### config.mk
export PLATFORM = sky130hd
export DESIGN_NAME = pinpad_scanner
export DESIGN_NICKNAME = d
export VERILOG_FILES = /design/src/rtl/pinpad_pkg.sv /design/src/rtl/pinpad_fifo.sv /design/src/rtl/pinpad_scanner.sv
export SDC_FILE = /design/constraint.sdc
export NUM_CORES = 1
export LEC_CHECK = 0
export ABC_AREA = 1
export BUFFER_PORTS_ARGS = -buffer_cell sky130_fd_sc_hd__buf_2
export CAP_MARGIN = 20
export CORE_MARGIN = 5
export CORE_UTILIZATION = 54
export DETAILED_ROUTE_END_ITERATION = 12
export PLACE_DENSITY_LB_ADDON = 0.12
export REMOVE_ABC_BUFFERS = 1
export SYNTH_ARGS = -nofsm -noshare
export SYNTH_HDL_FRONTEND = slang
export SYNTH_SLANG_ARGS = --single-unit
### constraint.sdc
create_clock -name clk -period 2.6 [get_ports clk]
set_input_delay 0.52 -clock clk [delete_from_list [all_inputs] [get_ports clk]]
set_output_delay 0.52 -clock clk [all_outputs]
set_load 0.03 [all_outputs]
### src/rtl/pinpad_pkg.sv
// pinpad_pkg
//   Shared definitions for the 4x4 pin-pad scanner: scan FSM state
//   encoding, matrix geometry, key-code width and small decode helpers.
package pinpad_pkg;

    localparam int NUM_COLS = 4;
    localparam int NUM_ROWS = 4;
    localparam int KEY_W    = 4;

    typedef enum logic [1:0] {
        SCAN     = 2'd0,
        DEBOUNCE = 2'd1,
        HELD     = 2'd2
    } scan_state_t;

    // Index of the lowest active row; returns 0 when no row is active,
    // so callers must qualify the result with |rows.
    function automatic logic [1:0] lowest_row(input logic [NUM_ROWS-1:0] rows);
        lowest_row = 2'd0;
        for (int i = NUM_ROWS - 1; i >= 0; i--) begin
            if (rows[i]) lowest_row = 2'(i);
        end
    endfunction

    // One-hot active-low column drive pattern for a column index.
    function automatic logic [NUM_COLS-1:0] col_drive(input logic [1:0] idx);
        col_drive = ~(4'b0001 << idx);
    endfunction

endpackage

### src/rtl/pinpad_fifo.sv
// pinpad_fifo
//   Small synchronous FIFO holding accepted key codes.
//   Ports:
//     clk, reset     clock and synchronous active-high reset
//     push/push_data write request and data (dropped when full without pop)
//     pop            read request (ignored when empty)
//     clear          synchronous flush; a push in the same cycle is discarded
//     head           oldest entry, zero while empty
//     count          entries held, 0..DEPTH
//     full, empty    occupancy flags
module pinpad_fifo
    import pinpad_pkg::*;
#(
    parameter int DEPTH = 4,
    parameter int WIDTH = KEY_W,
    localparam int AW   = $clog2(DEPTH),
    localparam int CW   = AW + 1
) (
    input  logic             clk,
    input  logic             reset,
    input  logic             push,
    input  logic [WIDTH-1:0] push_data,
    input  logic             pop,
    input  logic             clear,
    output logic [WIDTH-1:0] head,
    output logic [CW-1:0]    count,
    output logic             full,
    output logic             empty
);

    logic [WIDTH-1:0] mem [DEPTH];
    logic [AW-1:0]    wr_ptr;
    logic [AW-1:0]    rd_ptr;
    logic             do_push;
    logic             do_pop;

    assign empty   = (count == '0);
    assign full    = (count == CW'(DEPTH));
    assign do_pop  = pop && !empty && !clear;
    // A pop in the same cycle frees a slot, so a full FIFO still accepts.
    assign do_push = push && !clear && (!full || do_pop);
    assign head    = empty ? '0 : mem[rd_ptr];

    // NOTE: storage has no reset; head is masked while empty, so stale
    // contents are never visible and the array can map to plain RAM/LUTs.
    always_ff @(posedge clk) begin
        if (do_push) mem[wr_ptr] <= push_data;
    end

    // NOTE: all state updates use non-blocking assignments so every
    // register samples the pre-edge values regardless of statement order.
    always_ff @(posedge clk) begin
        if (reset || clear) begin
            wr_ptr <= '0;
            rd_ptr <= '0;
            count  <= '0;
        end else begin
            if (do_push) wr_ptr <= wr_ptr + AW'(1);
            if (do_pop)  rd_ptr <= rd_ptr + AW'(1);
            count <= count + CW'(do_push) - CW'(do_pop);
        end
    end

endmodule

### src/rtl/pinpad_scanner.sv
// pinpad_scanner
//   Scans a 4x4 key matrix one column at a time, debounces presses and
//   releases, and queues accepted key codes (row*4 + col) in a FIFO.
//   Ports:
//     clk, reset  clock and synchronous active-high reset
//     col_o       column drive, one-hot active-low
//     row_i       row sense, active-high
//     key_code    FIFO head
//     key_valid   FIFO non-empty
//     key_ready   consumer pop (with key_valid)
//     fifo_count  entries queued
//     overflow    sticky: an accepted key was dropped because the FIFO was full
//     clear       synchronous flush of FIFO and overflow (scan FSM unaffected)
module pinpad_scanner
    import pinpad_pkg::*;
#(
    parameter int SETTLE_CYC = 500,
    parameter int DB_SAMPLES = 2000,
    parameter int FIFO_DEPTH = 4
) (
    input  logic             clk,
    input  logic             reset,
    output logic [3:0]       col_o,
    input  logic [3:0]       row_i,
    output logic [KEY_W-1:0] key_code,
    output logic             key_valid,
    input  logic             key_ready,
    output logic [2:0]       fifo_count,
    output logic             overflow,
    input  logic             clear
);

    localparam int SW = $clog2(SETTLE_CYC + 1);
    localparam int DW = $clog2(DB_SAMPLES + 1);
    localparam int CW = $clog2(FIFO_DEPTH) + 1;

    scan_state_t      state;
    logic [SW-1:0]    settle_cnt;
    logic [DW-1:0]    db_cnt;
    logic [1:0]       col_idx;
    logic [1:0]       row_lat;

    logic             tick;
    logic             row_hit;
    logic [1:0]       row_idx;
    logic             match;
    logic [DW-1:0]    db_next;
    logic             db_done;
    logic [1:0]       next_col;
    logic             push_now;
    logic [KEY_W-1:0] push_code;
    logic             pop_now;
    logic             fifo_full;
    logic             fifo_empty;
    logic [CW-1:0]    count;

    // NOTE: every signal assigned here gets a default first, so no path
    // leaves one unassigned and no latch is inferred.
    always_comb begin
        tick      = (settle_cnt == SW'(SETTLE_CYC - 1));
        row_hit   = |row_i;
        row_idx   = lowest_row(row_i);
        match     = row_hit && (row_idx == row_lat);
        db_next   = db_cnt + DW'(1);
        db_done   = (db_next == DW'(DB_SAMPLES));
        next_col  = col_idx + 2'd1;
        push_now  = 1'b0;
        push_code = {row_lat, col_idx};
        if (tick) begin
            case (state)
                SCAN: begin
                    // Degenerate single-sample debounce accepts on the first hit.
                    push_now  = row_hit && (DB_SAMPLES <= 1);
                    push_code = {row_idx, col_idx};
                end
                DEBOUNCE: push_now = match && db_done;
                default:  push_now = 1'b0;
            endcase
        end
    end

    always_ff @(posedge clk) begin
        if (reset) begin
            state      <= SCAN;
            settle_cnt <= '0;
            db_cnt     <= '0;
            col_idx    <= 2'd0;
            col_o      <= col_drive(2'd0);
            row_lat    <= 2'd0;
        end else begin
            settle_cnt <= tick ? '0 : settle_cnt + SW'(1);
            if (tick) begin
                case (state)
                    SCAN: begin
                        if (row_hit) begin
                            // Column stays frozen on col_idx while the key is tracked.
                            row_lat <= row_idx;
                            if (DB_SAMPLES <= 1) begin
                                state  <= HELD;
                                db_cnt <= '0;
                            end else begin
                                state  <= DEBOUNCE;
                                db_cnt <= DW'(1);
                            end
                        end else begin
                            col_idx <= next_col;
                            col_o   <= col_drive(next_col);
                        end
                    end
                    DEBOUNCE: begin
                        if (match) begin
                            if (db_done) begin
                                state  <= HELD;
                                db_cnt <= '0;
                            end else begin
                                db_cnt <= db_next;
                            end
                        end else begin
                            state   <= SCAN;
                            db_cnt  <= '0;
                            col_idx <= next_col;
                            col_o   <= col_drive(next_col);
                        end
                    end
                    HELD: begin
                        // Any activity on the frozen column restarts the release count;
                        // no new code is pushed until the release completes.
                        if (!row_hit) begin
                            if (db_done) begin
                                state   <= SCAN;
                                db_cnt  <= '0;
                                col_idx <= next_col;
                                col_o   <= col_drive(next_col);
                            end else begin
                                db_cnt <= db_next;
                            end
                        end else begin
                            db_cnt <= '0;
                        end
                    end
                    default: state <= SCAN;
                endcase
            end
        end
    end

    assign pop_now = key_valid && key_ready;

    always_ff @(posedge clk) begin
        if (reset || clear) begin
            overflow <= 1'b0;
        end else if (push_now && fifo_full && !pop_now) begin
            overflow <= 1'b1;
        end
    end

    pinpad_fifo #(
        .DEPTH (FIFO_DEPTH),
        .WIDTH (KEY_W)
    ) u_fifo (
        .clk       (clk),
        .reset     (reset),
        .push      (push_now),
        .push_data (push_code),
        .pop       (key_ready),
        .clear     (clear),
        .head      (key_code),
        .count     (count),
        .full      (fifo_full),
        .empty     (fifo_empty)
    );

    assign key_valid  = !fifo_empty;
    assign fifo_count = 3'(count);

endmodule

Word level (Yosys, flattened, before mapping)
Memories as Yosys holds them, arrays and structs flattened. A register that Yosys moved wholly into a read port is not among the register bits.
Cells that the tools add are included.
{"block": "classes", "addsub": 7, "n_eq_ne": 12, "shifts": 1, "mux": 34, "bitwise": 1, "reduce_logical": 23}
{"operator": "$mux W11", "count": 4}
{"operator": "$pmux W11 S3", "count": 1}
{"operator": "$mux W2", "count": 15}
{"operator": "$mux W4", "count": 7}
{"operator": "$pmux W2 S3", "count": 2}
{"operator": "$pmux W4 S3", "count": 1}
{"operator": "$add A11 B1 Y11 const B", "count": 1}
{"operator": "$eq A11 B11 Y1 const B", "count": 1}
{"operator": "$ne A2 B2 Y1 const B", "count": 5}
{"operator": "$add A9 B1 Y9 const B", "count": 1}
{"operator": "$eq A9 B9 Y1 const B", "count": 1}
{"operator": "$logic_and A1 B1 Y1", "count": 8}
{"operator": "$add A2 B1 Y2 const B", "count": 3}
{"operator": "$reduce_and A3 Y1", "count": 2}
{"operator": "$reduce_and A6 Y1", "count": 1}
{"operator": "$reduce_and A5 Y1", "count": 1}
{"operator": "$logic_not A1 Y1", "count": 4}
{"operator": "$mux W1", "count": 4}
{"operator": "$not A4 Y4", "count": 1}
{"operator": "$reduce_or A4 Y1", "count": 1}
{"operator": "$shl A1 B2 Y4 const A", "count": 1}
{"operator": "$add A3 B1 Y3", "count": 1}
{"operator": "$eq A3 B3 Y1 const B", "count": 1}
{"operator": "$logic_not A3 Y1", "count": 1}
{"operator": "other kinds (9)", "count": 10}
{"block": "totals", "register_bits": 38, "ram_bits": 16, "in_bits": 8, "out_inout_bits": 13, "wordCells": 89, "n_memories": 1}
{"name": "u_fifo.mem", "depth": 4, "word_bits": 4, "read_ports": 1, "rd_clocked_by_memory_dff": 1, "write_ports": 1, "line": "pinpad_fifo.sv:31", "rtl": "logic [WIDTH-1:0] mem [DEPTH];"}

Depth between registers and ports, before layout
Gate-level depths: netlist (run 1).
{"block": "depth", "ltp_word": 13, "ltp_mapped": 17, "depth_no_buf": 17}

Cells and area by module
A second synthesis (run 1) with hierarchy kept.
{"block": "unflattened", "cells_unflattened": 405, "hier_area_um2": 3067.9}
{"mod": "pinpad_scanner", "n_inst": 1, "cells_per_inst": 285, "area_each_um2": 1915.6, "seq_area_each_um2": 620.6}
{"mod": "pinpad_fifo", "n_inst": 1, "cells_per_inst": 120, "area_each_um2": 1152.4, "seq_area_each_um2": 660.6}

Worst setup path after synthesis (run 1)
No wires, ideal clock.
{"block": "synth_path", "path_type": "reg-to-reg", "startpoint": "reg db_cnt[0]", "endpoint": "reg u_fifo.count[2]", "setup_ps": 116, "arrival_ps": 2392, "required_ps": 2484, "setup_slack_ps": 92, "stages_incl_launch_ff": 18, "path_buffers": 0, "period_less_slack_ps": 2508, "cell_sequence": "dfxtp_1 ha_1 nand2_1 nor2_1 nand3_1 nand2_1 nand2_1 nand2_1 nor2_4 nand2_2 inv_2 nand4_1 inv_1 ha_1 fa_1 xnor2_1 xor2_1 nor2_1"}
{"block": "synth_between", "elab_chain_cells": 9}
{"item": "from (decl)", "line": "pinpad_scanner.sv:39", "rtl": "logic [DW-1:0] db_cnt;"}
{"item": "from (signal assigned)", "line": "pinpad_scanner.sv:116", "rtl": "db_cnt <= db_next;"}
{"item": "from (signal assigned)", "line": "pinpad_scanner.sv:135", "rtl": "db_cnt <= db_next;"}
{"item": "$add A11 B1 Y11", "line": "pinpad_scanner.sv:64", "rtl": "db_next = db_cnt + DW'(1);"}
{"item": "$eq A11 B11 Y1", "line": "pinpad_scanner.sv:65", "rtl": "db_done = (db_next == DW'(DB_SAMPLES));"}
{"item": "$logic_and A1 B1 Y1", "line": "pinpad_scanner.sv:76", "rtl": "DEBOUNCE: push_now = match && db_done;"}
{"item": "$mux W1", "line": "pinpad_scanner.sv:70", "rtl": "case (state)"}
{"item": "$mux W1", "line": "pinpad_scanner.sv:69", "rtl": "if (tick) begin"}
{"item": "$logic_and A1 B1 Y1 (2 in series)", "line": "pinpad_fifo.sv:41", "rtl": "assign do_push = push && !clear && (!full || do_pop);"}
{"item": "via u_fifo.do_push", "line": "pinpad_fifo.sv:34", "rtl": "logic do_push;"}
{"item": "$add A3 B1 Y3", "line": "pinpad_fifo.sv:60", "rtl": "count <= count + CW'(do_push) - CW'(do_pop);"}
{"item": "$sub A3 B1 Y3", "line": "pinpad_fifo.sv:60"}
{"item": "to (signal assigned)", "line": "pinpad_fifo.sv:60"}
{"item": "to (decl)", "line": "pinpad_fifo.sv:26", "rtl": "output logic [CW-1:0] count,"}
The timed path passes the listed nets, and every way through them passes these cells.
A chain may end at the register's enable or synchronous reset.

Worst setup path in the final report (run 1)
{"block": "layout_path", "startpoint": "reg db_cnt[1]", "endpoint": "reg u_fifo.count[2]"}
The elaborated chain is that of the path after synthesis.

==> results by group, run 1 <==
Critical path
  • Critical path arrival: 2.56 ns
  • Critical path class: reg2reg
  • Top fanout value on the critical path: 5
  • R2R cell count: 17
  • Flop2flop setup slack: 0.25 ns
  • Worst endpoint required time: 2.81 ns
  • Worst setup EP type: flop
  • Crit start category: flop
  • Worst R2R End: u_fifo.count[2]$_SDFF_PP0_
  • R2R Path Start: db_cnt[1]$_SDFFE_PP0P_

Finish
  • Area delta synth->final: 12.9%
  • # diodes: 0
  • Fin area: 3340 µm²
  • Fin nets: 446
  • Most common cell after layout, fill and taps aside: nand2_1
  • Layout cell share with drive strength beyond 1: 16.4%
  • Post-route insts no fill: 494
  • Multi-input gate area: 1450 µm²
  • Register Area: 1280 µm²
  • Commonest non-fill, non-tap cells in the layout: nand2_1, inv_1, nor2_1
  • FILL cells: 504

Die
  • Horiz. Die Dim: 84.0 µm
  • CORE AREA: 5410 µm²
  • Chip height: 84.0 µm
  • Die ar.: 7060 µm²
  • Initial Util: 54.7%
  • Std-Cell Rows: 27
  • Number of top-level pins: 21

Yosys
  • Syn avg cell area: 7.60 µm²
  • Sequential area share after synthesis: 43.3%
  • Register bit total from synthesis: 56
  • Area contributors post-synth: dfxtp_1, edfxtp_1, nand2_1
  • Leading area contributor after synthesis: dfxtp_1
  • Cell count after synthesis: 389
  • Yosys top cell area share: 27.1%
  • Mapped Area: 2960 µm²
  • Synth warn: 0
  • Post-synth cell types: 33

Global route
  • Initial antenna violation count: 0
  • Vias in the first global route: 2270
  • Largest net degree at the start of global routing: 18
  • GR Overflow Total: 0
  • First-pass GRT wire length: 9810 µm
  • Global Route Usage Sum: 16.7%

STA
  • Slew headroom: 68.4%
  • Setup violators final: 0
  • F_max: 426 MHz
  • Fin. Hold Viols: 0
  • Setup TNS: 0 ns
  • Max Transition Viols Final: 0
  • Final Critical Period: 2.35 ns
  • Clock Skew: 0.00885 ns
  • Fin Hold WS: 0.452 ns
  • Setup WS post-layout: 0.251 ns
  • RSZ-0062 raised after global routing: no
  • Final period utilization: 90.4%
  • Actual slew at the worst max-slew pin: 0.474 ns

Run
  • Max-cap violations: 0

Power
  • Peak VDD IR: 0.258 mV
  • PwrDens: 458 nW/µm²
  • Leakage: 1.40 nW

Clock tree
  • H-tree levels: 2
  • CTS tree: yes
  • Clock tree sinks: 56
  • Max clock buf depth: 2
  • Num CTS Buffers: 5
  • Worst-path clk slew: 0.10 ns
  • Root Buffer: clkbuf_8
  • Clk_lat worst skew: 0.31 ns

Placement
  • Cells after DPL: 485
  • Place WS: 0.0811 ns
  • DP Area: 3190 µm²
  • Gpl congestion: 0.896
  • Hpwl dp: 4130 µm
  • Port Buf Inserts: 20

Hold path
  • Hold Path Origin: overflow$_SDFFE_PP0P_
  • End of the worst hold path: overflow$_SDFFE_PP0P_
  • Hold Crit Class: reg2reg
  • Hold path cells: 2

Route
  • DRT Pass-1 Iters: 4
  • # DRC: 0
  • Total Wirelength: 5500 µm
  • DR vias: 2458
  • Drt wl/cell: 11.1 µm
  • Vias per cell: 4.98
  • Number of nets still failing antenna checks after routing: 0
  • Iteration-0 DRC Markers: 97

Run status
  • Status: completed
-- routing by layer --
layer / GRT usage, % / routed length, µm / up-vias
li1: - / - / 1308
met1: 20.5 / 2510 / 1117
met2: 29.4 / 2750 / 26
met3: 2.96 / 148 / 7
met4: 5.26 / 89 / 0
met5: 0 / 0 / -
-- sequential cells by signal, indices dropped and copies added, names as in the netlist, named ones only --
name           cells
db_cnt            11
settle_cnt         9
col_o              4
u_fifo.mem        16
overflow           1
row_lat            2
col_idx            2
u_fifo.rd_ptr      2
u_fifo.wr_ptr      2
u_fifo.count       3
state              2
-- where the power goes --
part / switching, W / leakage [nW] / total (W) / internal, W
Clock: 0.000280 / 0.0614 / 0.000595 / 0.000315
Combinational: 0.0000248 / 0.834 / 0.0000377 / 0.0000129
Sequential: 0.00000236 / 0.501 / 0.000897 / 0.000895
-- cell usage after synthesis, drive strengths merged --
cell    number
nor3         5
o211ai       2
and3         1
xnor2        2
a21oi       29
clkinv       1
nand3b       7
nor2        65
or2          3
nand3       28
clkbuf       2
nand2       83
nand4        5
inv         62
nor3b        1
edfxtp      16
o21ai       16
buf          1
fa           1
ha          16
xor2         2
dfxtp       40
a311oi       1
-- worst max-delay path: stages (launching register included) --
cell and delay (ns):
dfxtp_2 0.37, ha_4 0.16, nand2_2 0.07, nor2_2 0.13
nand3_1 0.09, nand2_1 0.07, nand2_1 0.07, nand2_2 0.08
nor2_4 0.05, nand2_2 0.07, inv_2 0.06, nand4_1 0.09
inv_1 0.05, ha_1 0.20, fa_2 0.34, xnor2_1 0.17
xor2_1 0.15, nor2_1 0.05
-- what timing repair did --
action                                  4_1_cts  5_1_grt
buffers inserted                              0        1
endpoints found under the setup margin        0        1
hold buffers                                  0        0
gates resized for setup                       0        9
-- cell type report --
class	instances	area share [%]
Timing Repair Buffer	28	4.79
Inverter	63	7.08
Clock inverter	2	1.16
Tap cell	72	2.70
Clock buffer	6	2.47
Sequential cell	56	38.5
Multi-Input combinational cell	267	43.3
-- worst max path at each step --
stage	from	endpoint	slack, ns	cells after the start
after detailed placement	row_i[2]	u_fifo.count[2]$_SDFF_PP0_	0.08	15
after CTS	db_cnt[0]$_SDFFE_PP0P_	u_fifo.count[2]$_SDFF_PP0_	0.009	17
after global placement	row_i[2]	u_fifo.count[2]$_SDFF_PP0_	0.14	15
after floorplan	db_cnt[0]$_SDFFE_PP0P_	u_fifo.count[2]$_SDFF_PP0_	-0.01	17
after global routing	db_cnt[1]$_SDFFE_PP0P_	u_fifo.count[2]$_SDFF_PP0_	0.04	17
final	db_cnt[1]$_SDFFE_PP0P_	u_fifo.count[2]$_SDFF_PP0_	0.25	17
-- metrics by stage --
step	total power, W	utilization (%)
floorplan	0.000939	-
global placement	0.000954	58.9
detailed placement	0.000955	58.9
CTS	0.00155	61.2
global route	0.00159	61.8
finish	0.00153	61.8
-- kinds of logic after synthesis --
kind of cell | synth area share (%)
and+or+nand+nor | 31.1
adders and majority gates | 7.44
AOI/OAI and AO/OA | 8.42
buffers and inverters | 8.50
xor gates and xnor gates | 1.18
DFF | 43.3
No activity file was read; power rests on OpenSTA's default activity.
==> run 2, diff against run 1 <==
- GPL_TIMING_DRIVEN: default -> 0
- REMOVE_ABC_BUFFERS: 1 -> default
==> run 2 against run 1 <==
- design area down 0.64%
- sequential power about the same
- setup slack worse by 0.094 ns
- clock-buffer cell count unchanged
- maximum frequency down 3.9%
- clock skew up 0.0024 ns
- via count down 1.2%
- critical endpoint unchanged
==> results by group, run 2 (synthesis gave the netlist of run 1 again) <==
Die
  • Number of top-level pins: 21 (unchanged)
  • Horiz. Die Dim: 84.0 µm (unchanged)
  • CORE AREA: 5410 µm² (unchanged)
  • Std-Cell Rows: 27 (unchanged)
  • Initial Util: 54.7% (unchanged)
  • Chip height: 84.0 µm (unchanged)
  • Die ar.: 7060 µm² (unchanged)

Clock tree
  • H-tree levels: 2 (unchanged)
  • CTS tree: yes (unchanged)
  • Clk_lat worst skew: 0.32 ns (was 0.31 ns)
  • Post-cts hold buffer count: 0 (unchanged)
  • Worst-path clk slew: 0.11 ns (was 0.10 ns)
  • Clock tree sinks: 56 (unchanged)
  • Num CTS Buffers: 5 (unchanged)
  • Root Buffer: clkbuf_8 (unchanged)
  • Max clock buf depth: 2 (unchanged)

Finish
  • Largest register FFs: 16 (unchanged)
  • FILL cells: 516 (was 504)
  • Most common cell after layout, fill and taps aside: nand2_1 (unchanged)
  • Layout cell share with drive strength beyond 1: 15.7% (was 16.4%)
  • Largest reg by FF count: u_fifo.mem (unchanged)
  • Area delta synth->final: 12.2% (was 12.9%)
  • Biggest regs: u_fifo.mem x16, db_cnt x11, settle_cnt x9 (unchanged)
  • Post-route insts no fill: 493 (was 494)
  • # diodes: 0 (unchanged)
  • Fin nets: 445 (was 446)
  • Commonest non-fill, non-tap cells in the layout: nand2_1, inv_1, nor2_1 (unchanged)

Global route
  • Vias in the first global route: 2331 (was 2270)
  • Global Route Usage Sum: 16.2% (was 16.7%)
  • First-pass GRT wire length: 9580 µm (was 9810 µm)
  • GR Overflow Total: 0 (unchanged)
  • Largest net degree at the start of global routing: 18 (unchanged)
  • Initial antenna violation count: 0 (unchanged)

Run
  • Max-cap violations: 0 (unchanged)

STA
  • Clock Skew: 0.0113 ns (was 0.00885 ns)
  • Fin Hold WS: 0.450 ns (was 0.452 ns)
  • Actual slew at the worst max-slew pin: 0.478 ns (was 0.474 ns)
  • Slew headroom: 68.1% (was 68.4%)
  • Setup TNS: 0 ns (unchanged)
  • Final period utilization: 94.0% (was 90.4%)
  • Fin. Hold Viols: 0 (unchanged)
  • Max Transition Viols Final: 0 (unchanged)
  • Setup WS post-layout: 0.156 ns (was 0.251 ns)
  • Setup violators final: 0 (unchanged)
  • Final Critical Period: 2.44 ns (was 2.35 ns)
  • F_max: 409 MHz (was 426 MHz)

Critical path
  • Worst setup EP type: flop (unchanged)
  • Top delay family on crit path: adder cells (was simple AND/OR/NAND/NOR gates)
  • CP max-delay cell: dfxtp_4 (was dfxtp_2)
  • CP bufs+invs: 2 (unchanged)
  • Worst endpoint required time: 2.82 ns (was 2.81 ns)
  • Critical path class: reg2reg (unchanged)
  • Worst-path cell chain: ha_4 > nand2_4 > nor2_4 > nand3_1 > nand2_1 > nand2_1 > nand2_2 > nor2_4 > nand2_4 > inv_2 > nand4_1 > inv_1 > ha_1 > fa_1 > xnor2_1 > xor2_1 > nor2_1 (was ha_4 > nand2_2 > nor2_2 > nand3_1 > nand2_1 > nand2_1 > nand2_2 > nor2_4 > nand2_2 > inv_2 > nand4_1 > inv_1 > ha_1 > fa_2 > xnor2_1 > xor2_1 > nor2_1)
  • Crit start category: flop (unchanged)
  • Critical path arrival: 2.66 ns (was 2.56 ns)
  • Top fanout value on the critical path: 6 (was 5)
  • Largest stage delay on the critical path: 0.38 ns (was 0.37 ns)

Route
  • Number of nets still failing antenna checks after routing: 0 (unchanged)
  • Iteration-0 DRC Markers: 109 (was 97)
  • Vias per cell: 4.93 (was 4.98)
  • # DRC: 0 (unchanged)
  • Total Wirelength: 5520 µm (was 5500 µm)
  • Drt wl/cell: 11.2 µm (was 11.1 µm)
  • DR vias: 2429 (was 2458)
  • DRT Pass-1 Iters: 4 (unchanged)

Placement
  • Place WS: -0.219 ns (was 0.0811 ns)
  • Hpwl dp: 4090 µm (was 4130 µm)
  • Cells after DPL: 481 (was 485)
  • Port Buf Inserts: 20 (unchanged)
  • Gpl congestion: 0.865 (was 0.896)

Power
  • Leakage: 1.40 nW (about the same)
  • PwrDens: 425 nW/µm² (was 458 nW/µm²)
  • Peak VDD IR: 0.269 mV (was 0.258 mV)

Run status
  • Status: completed (unchanged)

Hold path
  • Hold Crit Class: reg2reg (unchanged)

Yosys
  • Syn nets: 414
[run 2: changes by cell type in the layout (fill, tap and decap cells not counted), moves of 2 or more]
cell	delta
buf_4	-3
clkbuf_1	+3
dfxtp_4	+2
nand2_4	+2
nor2_2	-2
nor2_4	+2
[run 2: area by class of cell]
cell class / count / area, µm² / area share [%]
multi-input combinational: 267 / 1470 / 44.2
sequential: 56 / 1290 / 38.9
inverter: 63 / 236 / 7.12
timing repair buffer: 24 / 130 / 3.92
tap: 72 / 90.1 / 2.71
clock buffer: 6 / 72.6 / 2.19
clock inverter: 2 / 16.3 / 0.490
buffer: 3 / 15.0 / 0.452
[run 2: final timing paths]
| kind | to | cells past startpoint | slack (ns) | start |
|---|---|---|---|---|
| max | u_fifo.count[2]$_SDFF_PP0_ | 17 | 0.16 | db_cnt[1]$_SDFFE_PP0P_ |
| min | settle_cnt[0]$_SDFF_PP0_ | 1 | 0.45 | settle_cnt[0]$_SDFF_PP0_ |
| max reg2reg | u_fifo.count[2]$_SDFF_PP0_ | 17 | 0.16 | db_cnt[1]$_SDFFE_PP0P_ |
| min reg2reg | settle_cnt[0]$_SDFF_PP0_ | 1 | 0.45 | settle_cnt[0]$_SDFF_PP0_ |
[run 2: report_power, final]
group          internal, W  total (W)  switching (W)
combinational    0.0000127  0.0000371      0.0000244
sequential        0.000893   0.000895     0.00000238
clock             0.000192   0.000478       0.000286
total              0.00110    0.00141       0.000313
[run 2: per-layer routing]
metal,GRT usage [%],part of all wire (%),routed length (µm)
met4,5.85,0.83,46
met5,0,0,0
met2,28.9,49,2710
met1,19.1,47,2610
met3,3.46,2.8,157
[run 2: repair_timing]
action	4_1_cts	5_1_grt
setup buffers	1	3
setup endpoints to repair	2	1
gates resized for setup	5	11
pin swaps	1	6
[run 2: metrics by stage]
| step | area, µm² | util [%] | total power (W) |
|---|---|---|---|
| CTS | 3260 | 60.3 | 0.00143 |
| floorplan | 2960 | - | 0.000941 |
| finish | 3320 | 61.4 | 0.00141 |
| global placement | 3150 | 58.2 | 0.000954 |
| global route | 3320 | 61.4 | 0.00147 |
| detailed placement | 3150 | 58.2 | 0.000955 |
[run 2: worst reg2reg max path, cell delays in order, from the launching register on]
cell and delay, ns:
dfxtp_4 0.38, ha_4 0.17, nand2_4 0.07, nor2_4 0.11
nand3_1 0.07, nand2_1 0.06, nand2_1 0.07, nand2_2 0.08
nor2_4 0.05, nand2_4 0.08, inv_2 0.07, nand4_1 0.10
inv_1 0.05, ha_1 0.20, fa_1 0.37, xnor2_1 0.20
xor2_1 0.16, nor2_1 0.05
